==> config.mk <==
export PLATFORM = sky130hd
export DESIGN_NAME = spi_adc_rx_multi_flat
export DESIGN_NICKNAME = d
export VERILOG_FILES = /design/src/rtl/spi_adc_rx_multi_pkg.sv /design/src/rtl/spi_adc_rx_multi_if.sv /design/src/rtl/spi_adc_rx_multi_pin_filter.sv /design/src/rtl/spi_adc_rx_multi.sv /design/src/flat_wrapper.sv
export SDC_FILE = /design/constraint.sdc
export NUM_CORES = 1
export LEC_CHECK = 0
export ABC_CLOCK_PERIOD_IN_PS = 2700
export CAP_MARGIN = 20
export CORE_MARGIN = 3
export CORE_UTILIZATION = 40
export CTS_CLUSTER_DIAMETER = 100
export DETAILED_ROUTE_END_ITERATION = 6
export SYNTH_ARGS = -nofsm -noshare
export SYNTH_HDL_FRONTEND = slang
export SYNTH_HIERARCHICAL = 1
export SYNTH_SLANG_ARGS = --single-unit
==> constraint.sdc <==
create_clock -name clock -period 2.7 [get_ports clock]
set_clock_uncertainty 0.05 [all_clocks]
set_input_delay 0.675 -clock clock [delete_from_list [all_inputs] [get_ports clock]]
set_output_delay 0.675 -clock clock [all_outputs]
set_load 0.005 [all_outputs]
==> src/rtl/spi_adc_rx_multi_pkg.sv <==
// spi_adc_rx_multi shared package
// FSM encoding, SPI mode helpers and counter width helper
package spi_rx_pkg;

  typedef enum logic [1:0] {
    ST_IDLE,
    ST_RECEIVE,
    ST_DONE
  } rx_state_e;

  // modes 0/3 sample on the rising sclk edge
  function automatic logic sample_on_rise(int mode);
    return (mode == 0) || (mode == 3);
  endfunction

  // CPOL: sclk idles high in modes 2/3
  function automatic logic idle_sclk(int mode);
    return (mode >= 2);
  endfunction

  // bits needed to hold values 0..n-1
  function automatic int cnt_w(int n);
    return (n <= 2) ? 1 : $clog2(n);
  endfunction

endpackage

==> src/rtl/spi_adc_rx_multi_if.sv <==
// spi_adc_rx_multi pin and result bundle
// master drives SPI pins, slave is the receiver
interface spi_adc_rx_multi_if #(
  parameter int NUM_CHANNELS = 2,
  parameter int WORD_WIDTH   = 16
);
  import spi_rx_pkg::*;

  logic                               spi_nss;
  logic                               spi_clock_in;
  logic                               spi_data_in;
  logic [NUM_CHANNELS*WORD_WIDTH-1:0] data_out;
  logic                               data_valid;
  logic                               frame_error;
  logic                               checksum_error;
  logic                               busy;

  modport slave (
    input  spi_nss,
    input  spi_clock_in,
    input  spi_data_in,
    output data_out,
    output data_valid,
    output frame_error,
    output checksum_error,
    output busy
  );

  modport master (
    output spi_nss,
    output spi_clock_in,
    output spi_data_in,
    input  data_out,
    input  data_valid,
    input  frame_error,
    input  checksum_error,
    input  busy
  );

endinterface

==> src/rtl/spi_adc_rx_multi_pin_filter.sv <==
// spi_pin_filter: 2-FF sync plus stability counter
// level flips after FILTER_LEN identical differing samples
module spi_pin_filter
  import spi_rx_pkg::*;
#(
  parameter int   FILTER_LEN = 3,
  parameter logic RST_VAL    = 1'b0
) (
  input  logic i_clk,
  input  logic i_rst_n,
  input  logic i_pin,
  output logic o_level,
  output logic o_rise,
  output logic o_fall
);

  logic [1:0] r_sync;
  logic [3:0] r_cnt;
  logic       r_level;
  logic       r_rise;
  logic       r_fall;
  logic       w_s;
  logic       w_done;

  assign w_s    = r_sync[1];
  assign w_done = (r_cnt == 4'(FILTER_LEN - 1));

  // synchronise, then accept a new level only once it has held
  always_ff @(posedge i_clk or negedge i_rst_n) begin
    if (!i_rst_n) begin
      r_sync  <= {2{RST_VAL}};
      r_cnt   <= '0;
      r_level <= RST_VAL;
      r_rise  <= 1'b0;
      r_fall  <= 1'b0;
    end else begin
      r_sync <= {r_sync[0], i_pin};
      r_rise <= 1'b0;
      r_fall <= 1'b0;
      if (w_s == r_level) begin
        r_cnt <= '0;
      end else if (w_done) begin
        r_level <= w_s;
        r_cnt   <= '0;
        r_rise  <= w_s;
        r_fall  <= ~w_s;
      end else begin
        r_cnt <= r_cnt + 4'd1;
      end
    end
  end

  assign o_level = r_level;
  assign o_rise  = r_rise;
  assign o_fall  = r_fall;

endmodule

==> src/rtl/spi_adc_rx_multi.sv <==
// spi_adc_rx_multi: oversampled multi-word SPI slave receiver
// optional trailing checksum word: define SPI_RX_CHECKSUM_EN
module spi_adc_rx_multi
  import spi_rx_pkg::*;
#(
  parameter int WORD_WIDTH   = 16,
  parameter int NUM_CHANNELS = 2,
  parameter int SPI_MODE     = 0,
  parameter int MSB_FIRST    = 1,
  parameter int FILTER_LEN   = 3
) (
  input logic               clock,
  input logic               reset,
  spi_adc_rx_multi_if.slave bus
);

  localparam int DW = NUM_CHANNELS * WORD_WIDTH;
`ifdef SPI_RX_CHECKSUM_EN
  localparam int NW = NUM_CHANNELS + 1;
`else
  localparam int NW = NUM_CHANNELS;
`endif
  localparam int   BC_W        = cnt_w(WORD_WIDTH);
  localparam int   WC_W        = cnt_w(NW + 1);
  localparam logic SAMPLE_RISE = sample_on_rise(SPI_MODE);
  localparam logic SCLK_IDLE   = idle_sclk(SPI_MODE);

  logic w_sclk_lvl;
  logic w_sclk_rise;
  logic w_sclk_fall;
  logic w_nss_lvl;
  logic w_nss_rise;
  logic w_nss_fall;
  logic w_strobe;
  logic w_mosi;

  spi_pin_filter #(
    .FILTER_LEN (FILTER_LEN),
    .RST_VAL    (SCLK_IDLE)
  ) u_sclk_flt (
    .i_clk   (clock),
    .i_rst_n (reset),
    .i_pin   (bus.spi_clock_in),
    .o_level (w_sclk_lvl),
    .o_rise  (w_sclk_rise),
    .o_fall  (w_sclk_fall)
  );

  spi_pin_filter #(
    .FILTER_LEN (FILTER_LEN),
    .RST_VAL    (1'b1)
  ) u_nss_flt (
    .i_clk   (clock),
    .i_rst_n (reset),
    .i_pin   (bus.spi_nss),
    .o_level (w_nss_lvl),
    .o_rise  (w_nss_rise),
    .o_fall  (w_nss_fall)
  );

  // an edge strobe whose new level matches the sampling polarity
  assign w_strobe = (w_sclk_rise | w_sclk_fall)
                  & (w_sclk_lvl == SAMPLE_RISE);

  logic [1:0]            r_mosi_sync;
  logic [FILTER_LEN-1:0] r_mosi_dly;

  // sync mosi and delay it by the sclk filter latency
  always_ff @(posedge clock or negedge reset) begin
    if (!reset) begin
      r_mosi_sync <= '0;
      r_mosi_dly  <= '0;
    end else begin
      r_mosi_sync   <= {r_mosi_sync[0], bus.spi_data_in};
      r_mosi_dly[0] <= r_mosi_sync[1];
      for (int i = 1; i < FILTER_LEN; i++)
        r_mosi_dly[i] <= r_mosi_dly[i-1];
    end
  end

  assign w_mosi = r_mosi_dly[FILTER_LEN-1];

  rx_state_e             r_state;
  rx_state_e             w_state_nxt;
  logic [BC_W-1:0]       r_bit_cnt;
  logic [WC_W-1:0]       r_word_cnt;
  logic [WORD_WIDTH-1:0] r_sh;
  logic [WORD_WIDTH-1:0] w_sh_nxt;
  logic [DW-1:0]         r_shadow;
  logic [DW-1:0]         r_data_out;
  logic                  r_valid;
  logic                  r_ferr;
  logic                  w_start;
  logic                  w_shift;
  logic                  w_last;
  logic                  w_ferr;
  logic                  w_word_end;
  logic                  w_final;

  assign w_word_end = (r_bit_cnt == BC_W'(WORD_WIDTH - 1));
  assign w_final    = w_word_end
                    && (r_word_cnt == WC_W'(NW - 1));

  // next shift register value for the current bit
  always_comb begin
    w_sh_nxt = r_sh;
    if (MSB_FIRST != 0)
      w_sh_nxt = {r_sh[WORD_WIDTH-2:0], w_mosi};
    else
      w_sh_nxt = {w_mosi, r_sh[WORD_WIDTH-1:1]};
  end

  // state register
  always_ff @(posedge clock or negedge reset) begin
    if (!reset) r_state <= ST_IDLE;
    else        r_state <= w_state_nxt;
  end

  // next state and datapath controls; nss beats a strobe
  always_comb begin
    w_state_nxt = r_state;
    w_start     = 1'b0;
    w_shift     = 1'b0;
    w_last      = 1'b0;
    w_ferr      = 1'b0;
    unique case (r_state)
      ST_IDLE: begin
        if (w_nss_fall) begin
          w_state_nxt = ST_RECEIVE;
          w_start     = 1'b1;
        end
      end
      ST_RECEIVE: begin
        if (w_nss_rise || w_nss_lvl) begin
          w_state_nxt = ST_IDLE;
          w_ferr      = 1'b1;
        end else if (w_strobe) begin
          w_shift = 1'b1;
          if (w_final) begin
            w_last      = 1'b1;
            w_state_nxt = ST_DONE;
          end
        end
      end
      ST_DONE: begin
        if (w_nss_rise || w_nss_lvl)
          w_state_nxt = ST_IDLE;
      end
      default: w_state_nxt = ST_IDLE;
    endcase
  end

`ifdef SPI_RX_CHECKSUM_EN
  logic [WORD_WIDTH-1:0] r_sum;
  logic                  r_cerr;
`else
  logic [DW-1:0]         w_frame;

  // shadow merged with the word completing right now
  always_comb begin
    w_frame = r_shadow;
    w_frame[(NUM_CHANNELS-1)*WORD_WIDTH +: WORD_WIDTH] = w_sh_nxt;
  end
`endif

  // shift, count, buffer words and publish complete frames
  always_ff @(posedge clock or negedge reset) begin
    if (!reset) begin
      r_bit_cnt  <= '0;
      r_word_cnt <= '0;
      r_sh       <= '0;
      r_shadow   <= '0;
      r_data_out <= '0;
      r_valid    <= 1'b0;
      r_ferr     <= 1'b0;
`ifdef SPI_RX_CHECKSUM_EN
      r_sum      <= '0;
      r_cerr     <= 1'b0;
`endif
    end else begin
      r_valid <= 1'b0;
      r_ferr  <= w_ferr;
`ifdef SPI_RX_CHECKSUM_EN
      r_cerr  <= 1'b0;
`endif
      if (w_start) begin
        r_bit_cnt  <= '0;
        r_word_cnt <= '0;
        r_sh       <= '0;
`ifdef SPI_RX_CHECKSUM_EN
        r_sum      <= '0;
`endif
      end else if (w_shift) begin
        r_sh <= w_sh_nxt;
        if (w_word_end) begin
          r_bit_cnt  <= '0;
          r_word_cnt <= r_word_cnt + 1'b1;
          for (int k = 0; k < NUM_CHANNELS; k++)
            if (r_word_cnt == WC_W'(k))
              r_shadow[k*WORD_WIDTH +: WORD_WIDTH] <= w_sh_nxt;
`ifdef SPI_RX_CHECKSUM_EN
          if (r_word_cnt < WC_W'(NUM_CHANNELS))
            r_sum <= r_sum + w_sh_nxt;
`endif
        end else begin
          r_bit_cnt <= r_bit_cnt + 1'b1;
        end
        if (w_last) begin
`ifdef SPI_RX_CHECKSUM_EN
          if (w_sh_nxt == r_sum) begin
            r_data_out <= r_shadow;
            r_valid    <= 1'b1;
          end else begin
            r_cerr <= 1'b1;
          end
`else
          r_data_out <= w_frame;
          r_valid    <= 1'b1;
`endif
        end
      end
    end
  end

  assign bus.data_out    = r_data_out;
  assign bus.data_valid  = r_valid;
  assign bus.frame_error = r_ferr;
  assign bus.busy        = (r_state != ST_IDLE);
`ifdef SPI_RX_CHECKSUM_EN
  assign bus.checksum_error = r_cerr;
`else
  assign bus.checksum_error = 1'b0;
`endif

endmodule

==> src/flat_wrapper.sv <==
// flat-port wrapper written by rule: the top's interface ports become plain ports
module spi_adc_rx_multi_flat import spi_rx_pkg::*;
#(
  parameter int WORD_WIDTH   = 16,
  parameter int NUM_CHANNELS = 2,
  parameter int SPI_MODE     = 0,
  parameter int MSB_FIRST    = 1,
  parameter int FILTER_LEN   = 3
)
  (clock, reset, bus_spi_nss, bus_spi_clock_in, bus_spi_data_in, bus_data_out, bus_data_valid, bus_frame_error, bus_checksum_error, bus_busy);
  spi_adc_rx_multi_if #(.NUM_CHANNELS(NUM_CHANNELS), .WORD_WIDTH(WORD_WIDTH)) bus_i ();
  input logic clock;
  input logic reset;
  input wire logic [$bits(bus_i.spi_nss)-1:0] bus_spi_nss;
  input wire logic [$bits(bus_i.spi_clock_in)-1:0] bus_spi_clock_in;
  input wire logic [$bits(bus_i.spi_data_in)-1:0] bus_spi_data_in;
  output wire logic [$bits(bus_i.data_out)-1:0] bus_data_out;
  output wire logic [$bits(bus_i.data_valid)-1:0] bus_data_valid;
  output wire logic [$bits(bus_i.frame_error)-1:0] bus_frame_error;
  output wire logic [$bits(bus_i.checksum_error)-1:0] bus_checksum_error;
  output wire logic [$bits(bus_i.busy)-1:0] bus_busy;
  assign bus_i.spi_nss = bus_spi_nss;
  assign bus_i.spi_clock_in = bus_spi_clock_in;
  assign bus_i.spi_data_in = bus_spi_data_in;
  assign bus_data_out = bus_i.data_out;
  assign bus_data_valid = bus_i.data_valid;
  assign bus_frame_error = bus_i.frame_error;
  assign bus_checksum_error = bus_i.checksum_error;
  assign bus_busy = bus_i.busy;
  spi_adc_rx_multi #(.WORD_WIDTH(WORD_WIDTH), .NUM_CHANNELS(NUM_CHANNELS), .SPI_MODE(SPI_MODE), .MSB_FIRST(MSB_FIRST), .FILTER_LEN(FILTER_LEN)) u_core (.clock(clock), .reset(reset), .bus(bus_i));
endmodule
# Word level (Yosys, flattened, before mapping)
# Index checks and enable logic that the tools add are counted.
totals:
  inputBits: 5
  output_inout_bits: 36
  reg_bits: 96
op_classes:
  muxes: 40
  n_reduce_logical: 13
  eq_ne: 12
  bitwise: 7
  add_sub_neg: 4
op_table:
  columns: ["op", "n"]
  rows:
  - ["$mux 15", 2]
  - ["$mux 4", 7]
  - ["$mux 1", 22]
  - ["$mux 2", 8]
  - ["$add 4x1->4 const B", 3]
  - ["$eq 4x2->1 const B", 2]
  - ["$reduce_and 4->1", 2]
  - ["$ne 3x1->1 const B", 2]
  - ["$pmux 2 s3", 1]
  - ["$reduce_and 2->1", 3]
  - ["$reduce_bool 2->1", 3]
  - ["$not 1->1", 5]
  - ["$eq 2x1->1 const B", 2]
  - ["$eq 4x4->1 const B", 1]
  - ["$logic_not 2->1", 2]
  - ["$reduce_and 3->1", 1]
  - ["$add 2x1->2 const B", 1]
  - ["$eq 1x1->1", 2]
  - ["$eq 2x2->1 const B", 1]
  - ["$ne 2x1->1 const B", 1]
  - ["$ne 2x2->1 const B", 1]
  - ["$and 1x1->1", 1]
  - ["$logic_and 1x1->1", 1]
  - ["$logic_or 1x1->1", 1]
  - ["$or 1x1->1", 1]

# Logic depth before layout (Yosys ltp)
depth:
  depth_word: 9
  mapped_depth: 6
  mapped_depth_nobuf: 5

# Modules after synthesis
# The synthesis kept the hierarchy.
by_module_without_submodules:
  columns: ["mod", "seq_area_each_um2", "n_inst", "area_per_inst_um2", "cells_per_inst"]
  rows:
  - ["spi_adc_rx_multi", 1951.9, 1, 3140.5, 218]
  - ["spi_pin_filter (u_core.u_nss_flt)", 229.0, 1, 349.1, 26]
  - ["spi_pin_filter (u_core.u_sclk_flt)", 225.2, 1, 345.3, 26]

# Least setup slack after synthesis
# OpenSTA, ideal clock, no wires.
synth_path:
  path_type: "reg2reg"
  from: "register u_core.r_state[1]"
  to: "register u_core.r_data_out[29], in the netlist u_core/bus.data_out[29]"
  n_path_buf: 2
  arrival_time_ns: 1.935
  path_stages_with_launch: 6
  synth_period_minus_slack_ns: 2.110
  required_ns: 2.525
  slack_ns: 0.590
  setup_ns: 0.125
  path_cell_list: "dfrtp_1 -> or4b_4 -> buf_6 -> nor3_4 -> buf_6 -> mux2_2"
synth_between:
  elab_chain_cells: 4
synth_rtl:
  columns: ["element", "line_no", "source"]
  rows:
  - ["start, declared", "spi_adc_rx_multi.sv:83", "rx_state_e r_state;"]
  - ["start signal, assigned", "spi_adc_rx_multi.sv:116", "else r_state <= w_state_nxt;"]
  - ["$logic_not 2->1", "spi_adc_rx_multi.sv:126", "unique case (r_state)"]
  - ["$mux 1", "spi_adc_rx_multi.sv:126", null]
  - ["$not 1->1 (no line)", null, null]
  - ["$reduce_and 3->1 (no line) *", null, null]
  - ["end signal, assigned", "spi_adc_rx_multi.sv:217", "r_data_out <= w_frame;"]
  - ["end, declared", "spi_adc_rx_multi.sv:90", "logic [DW-1:0] r_data_out;"]
# Mark *: on every way between the ends. The rest lies on a longest branch, timed or not.
# A chain may end at the register's enable or synchronous reset.

# Worst setup path in the final report
layout_path:
  from: "register u_core.r_state[0]"
  to: "output port bus_busy"
layout_between:
  elab_chain_cells: 1
layout_rtl:
  columns: ["element", "line_no", "source"]
  rows:
  - ["$reduce_bool 2->1", "spi_adc_rx_multi.sv:228", "assign bus.busy = (r_state != ST_IDLE);"]
  - ["end, declared", "flat_wrapper.sv:21", "output wire logic [$bits(bus_i.busy)-1:0] bus_busy;"]
# Every way passes these cells.

==> results.py <==
metrics = {
    "worst_setup_path": {
        "crit_family": "flip-flops",
        "slowest_delay_ps": 450,
        "arrival_ps": 1570,
        "cp-start-kind": "flop",
        "r2r-end": "u_core/bus.data_out[30]",
        "crit_slowest_cell": "dfrtp_1",
        "crit_cells": 2,
        "crit_path_end": "bus_busy",
        "critPathKind": "reg2out",
        "crit_required_ps": 1980,
        "path_max_fanout": 7,
        "path_buf_inv": 1,
        "rr_worst_depth": 4,
        "crit_chain": "or2_2 -> clkdlybuf4s50_1",
        "r2r-start": "u_core/r_state[1]",
        "ff2ff_setup_slack_ps": 460,
        "cp-end-kind": "output port",
        "startpoint": "u_core/r_state[0]",
    },
    "route": {
        "ant_nets": 0,
        "drt_iter0_markers": 84,
        "drc_errors": 0,
        "dr.pass1.iters": 6,
        "routed_wl_mm": 5.97,
        "vias": 2156,
        "vias_per_cell": 4.77,
        "wl_per_cell_um": 13.2,
    },
    "yosys": {
        "yosys-top-cells-count": "dfrtp_1 (93), mux2_2 (50), nand2_1 (16)",
        "yosysMostFrequentCell": "dfrtp_1",
        "synth_ff_type": "dfrtp_1",
        "syn_area_um2": 3830,
        "synth_top_area_cell": "dfrtp_1",
        "ys_warn_count": 6,
        "synth_edf_count": 0,
        "syn_nets": 278,
        "avgSynthCellArea_um2": 14.2,
        "synthTopCellsByArea": "dfrtp_1 (61%), mux2_2 (15%), mux2i_1 (2.9%)",
        "yosysSeqAreaShare_pct": 62.7,
        "synth.distinct_cells": 40,
        "ys_async_sr_fraction_pct": 100,
        "syn_inst": 270,
        "synth_top_area_share_pct": 60.7,
        "ys_seq_elements": 96,
    },
    "die": {
        "die_area_um2": 10800,
        "rows": 35,
        "die_height_um": 104,
        "die_w_um": 104,
        "core-area_um2": 9280,
        "ioPinCount": 41,
        "start_util_pct": 41.3,
    },
    "power": {
        "switchingPower_uw": 758,
        "p_sw_share_pct": 26.5,
        "finalPower_uw": 2860,
        "clock_power_share_pct": 34.4,
        "power_leakage_uw": 0.00211,
        "share_comb_of_total_power_pct": 9.4,
        "p_seq_share_pct": 56.1,
        "ir_drop_uv": 324,
        "internal_power_uw": 2100,
        "p_per_area_nw_per_um2": 624,
    },
    "clocking": {
        "clk_path_buf_depth": 2,
        "ctsResizeCount": 0,
        "root_buffer": "clkbuf_8",
        "postCtsSetupRepairBufs": 0,
        "clkSlewWorstSetupHoldPaths_ps": 110,
        "cts_tree": "built",
        "cts_buffers": 9,
        "holdBufCountCts": 0,
        "htree_levels": 3,
        "cts_sinks": 96,
        "clock_latency_ps": 360,
    },
    "run_status": {
        "status": "complete, no violations",
    },
    "hold_path": {
        "hold_path.class": "in2async",
    },
    "placed_design": {
        "place_area_um2": 4370,
        "portBuffers": 39,
        "dpl.hpwl_mm": 3.88,
        "gp_congestion": 0.691,
        "dp.cells": 436,
    },
    "final_layout": {
        "seqCellArea_um2": 2410,
        "nFillCells": 856,
        "finalNetCount": 326,
        "stdcell_count": 452,
        "design_area_um2": 4580,
        "area_growth_pct": 19.4,
        "antenna_cells": 0,
        "multi_input_area_um2": 1300,
        "final_core_util_pct": 49.3,
        "final_layout_size_suffix_gt1_share_pct": 27.6,
    },
    "global_routing": {
        "grt_overflow_total": 0,
        "antenna_found_initial": 0,
        "grt_util_all_layers_pct": 12.1,
        "grt_pass1_wl_mm": 10.7,
        "grt_pass1_vias": 2197,
        "grt_max_degree": 54,
    },
    "timing": {
        "setup_violations": 0,
        "post-route-period-util_pct": 85.0,
        "rsz0062_at_grt": "false",
        "slew_viol_final": 0,
        "fin_setup_tns_ps": 0,
        "finalCriticalPeriod_ps": 2290,
        "tightest_slew_ps": 678,
        "max_slew_margin_pct": 54.5,
        "hold_viol": 0,
        "max_freq_mhz": 436,
    },
    "run": {
        "max_cap_viol_count": 0,
    },
}
==> kinds of logic (layout without fill, tap and decap cells) <==
family	Yosys count	after routing	synth area share, %
compound gates	16	16	2.61
xor+xnor	6	6	1.37
fa+ha+maj	3	3	0.979
buf+inv	22	75	3.43
flops	96	96	62.7
mux	68	68	19.8
other cells	1	1	0.0978
simple gates	58	58	8.97
==> flip-flops by register name, indices dropped and copies added (netlist names), 2 cells and up <==
name                      flops
u_core/u_nss_flt/r_cnt        4
u_core/r_word_cnt             2
u_core/r_bit_cnt              4
u_core/bus.data_out          32
u_core/u_sclk_flt/r_sync      2
u_core/r_shadow              16
u_core/r_sh                  15
u_core/u_nss_flt/r_sync       2
u_core/r_mosi_dly             3
u_core/u_sclk_flt/r_cnt       4
u_core/r_state                2
u_core/r_mosi_sync            2
==> per-stage QoR <==
| stage | setup WS, ps | hold slack, ps |
|---|---|---|
| 4_1_cts | 373 | 170 |
| 3_5_place_dp | 464 | 286 |
| 6_report | 405 | 176 |
| 5_1_grt | 332 | 185 |
| 3_3_place_gp | 501 | 285 |
| 2_1_floorplan | 590 | 281 |
==> layout make-up <==
cell class,instances,area share [%]
clock buffers,9,2.71
clock inverters,7,1.91
inverters,13,1.07
multi-input cells,152,28.3
flip-flops and latches,96,52.6
well taps,129,3.53
repair buffers,46,9.89
==> worst min path at each step <==
stage,start,to,slack (ps),cells after the start
after detailed placement,u_core/r_mosi_sync[1],u_core/r_mosi_dly[0],290,0
after global routing,reset,u_core/bus.data_out[7],190,1
final,reset,u_core/bus.data_out[23],180,1
after global placement,u_core/r_mosi_sync[0],u_core/r_mosi_sync[1],280,0
after CTS,reset,u_core/bus.data_out[23],170,1
after floorplan,u_core/r_mosi_sync[1],u_core/r_mosi_dly[0],280,0
==> power groups by stage <==
stage	clock (µW)	sequential [µW]	combinational (µW)
after floorplan	0	1610	199
after global placement	0	1630	267
after detailed placement	0	1630	276
after CTS	1030	1600	277
after global routing	1080	1620	303
final	984	1600	270
==> placed cells by master (no fill, tap or decap), drive strengths merged, types with 2 or more instances in the layout <==
master	Yosys	routed
clkinv	0	3
buf	7	8
or4b	2	2
mux2	57	57
mux2i	11	11
dfstp	3	3
clkdlybuf4s50	0	38
inv	13	16
nor3b	6	6
nor3	2	2
dfrtp	93	93
a21oi	3	3
o21ai	6	6
nor2	16	16
clkbuf	2	9
xnor2	2	2
nand2	18	18
nor2b	3	3
a211oi	3	3
xor2	4	4
ha	3	3
nand3	4	4
nand2b	2	2
==> per-layer routing <==
metal / track usage (%) / up-vias / wire length (µm)
met5: 0 / - / 0
met4: 5.13 / 0 / 65
met3: 2.86 / 6 / 244
met2: 18.6 / 43 / 2890
met1: 16.4 / 1094 / 2760
li1: - / 1013 / -
(Power assumes the default switching activity.)
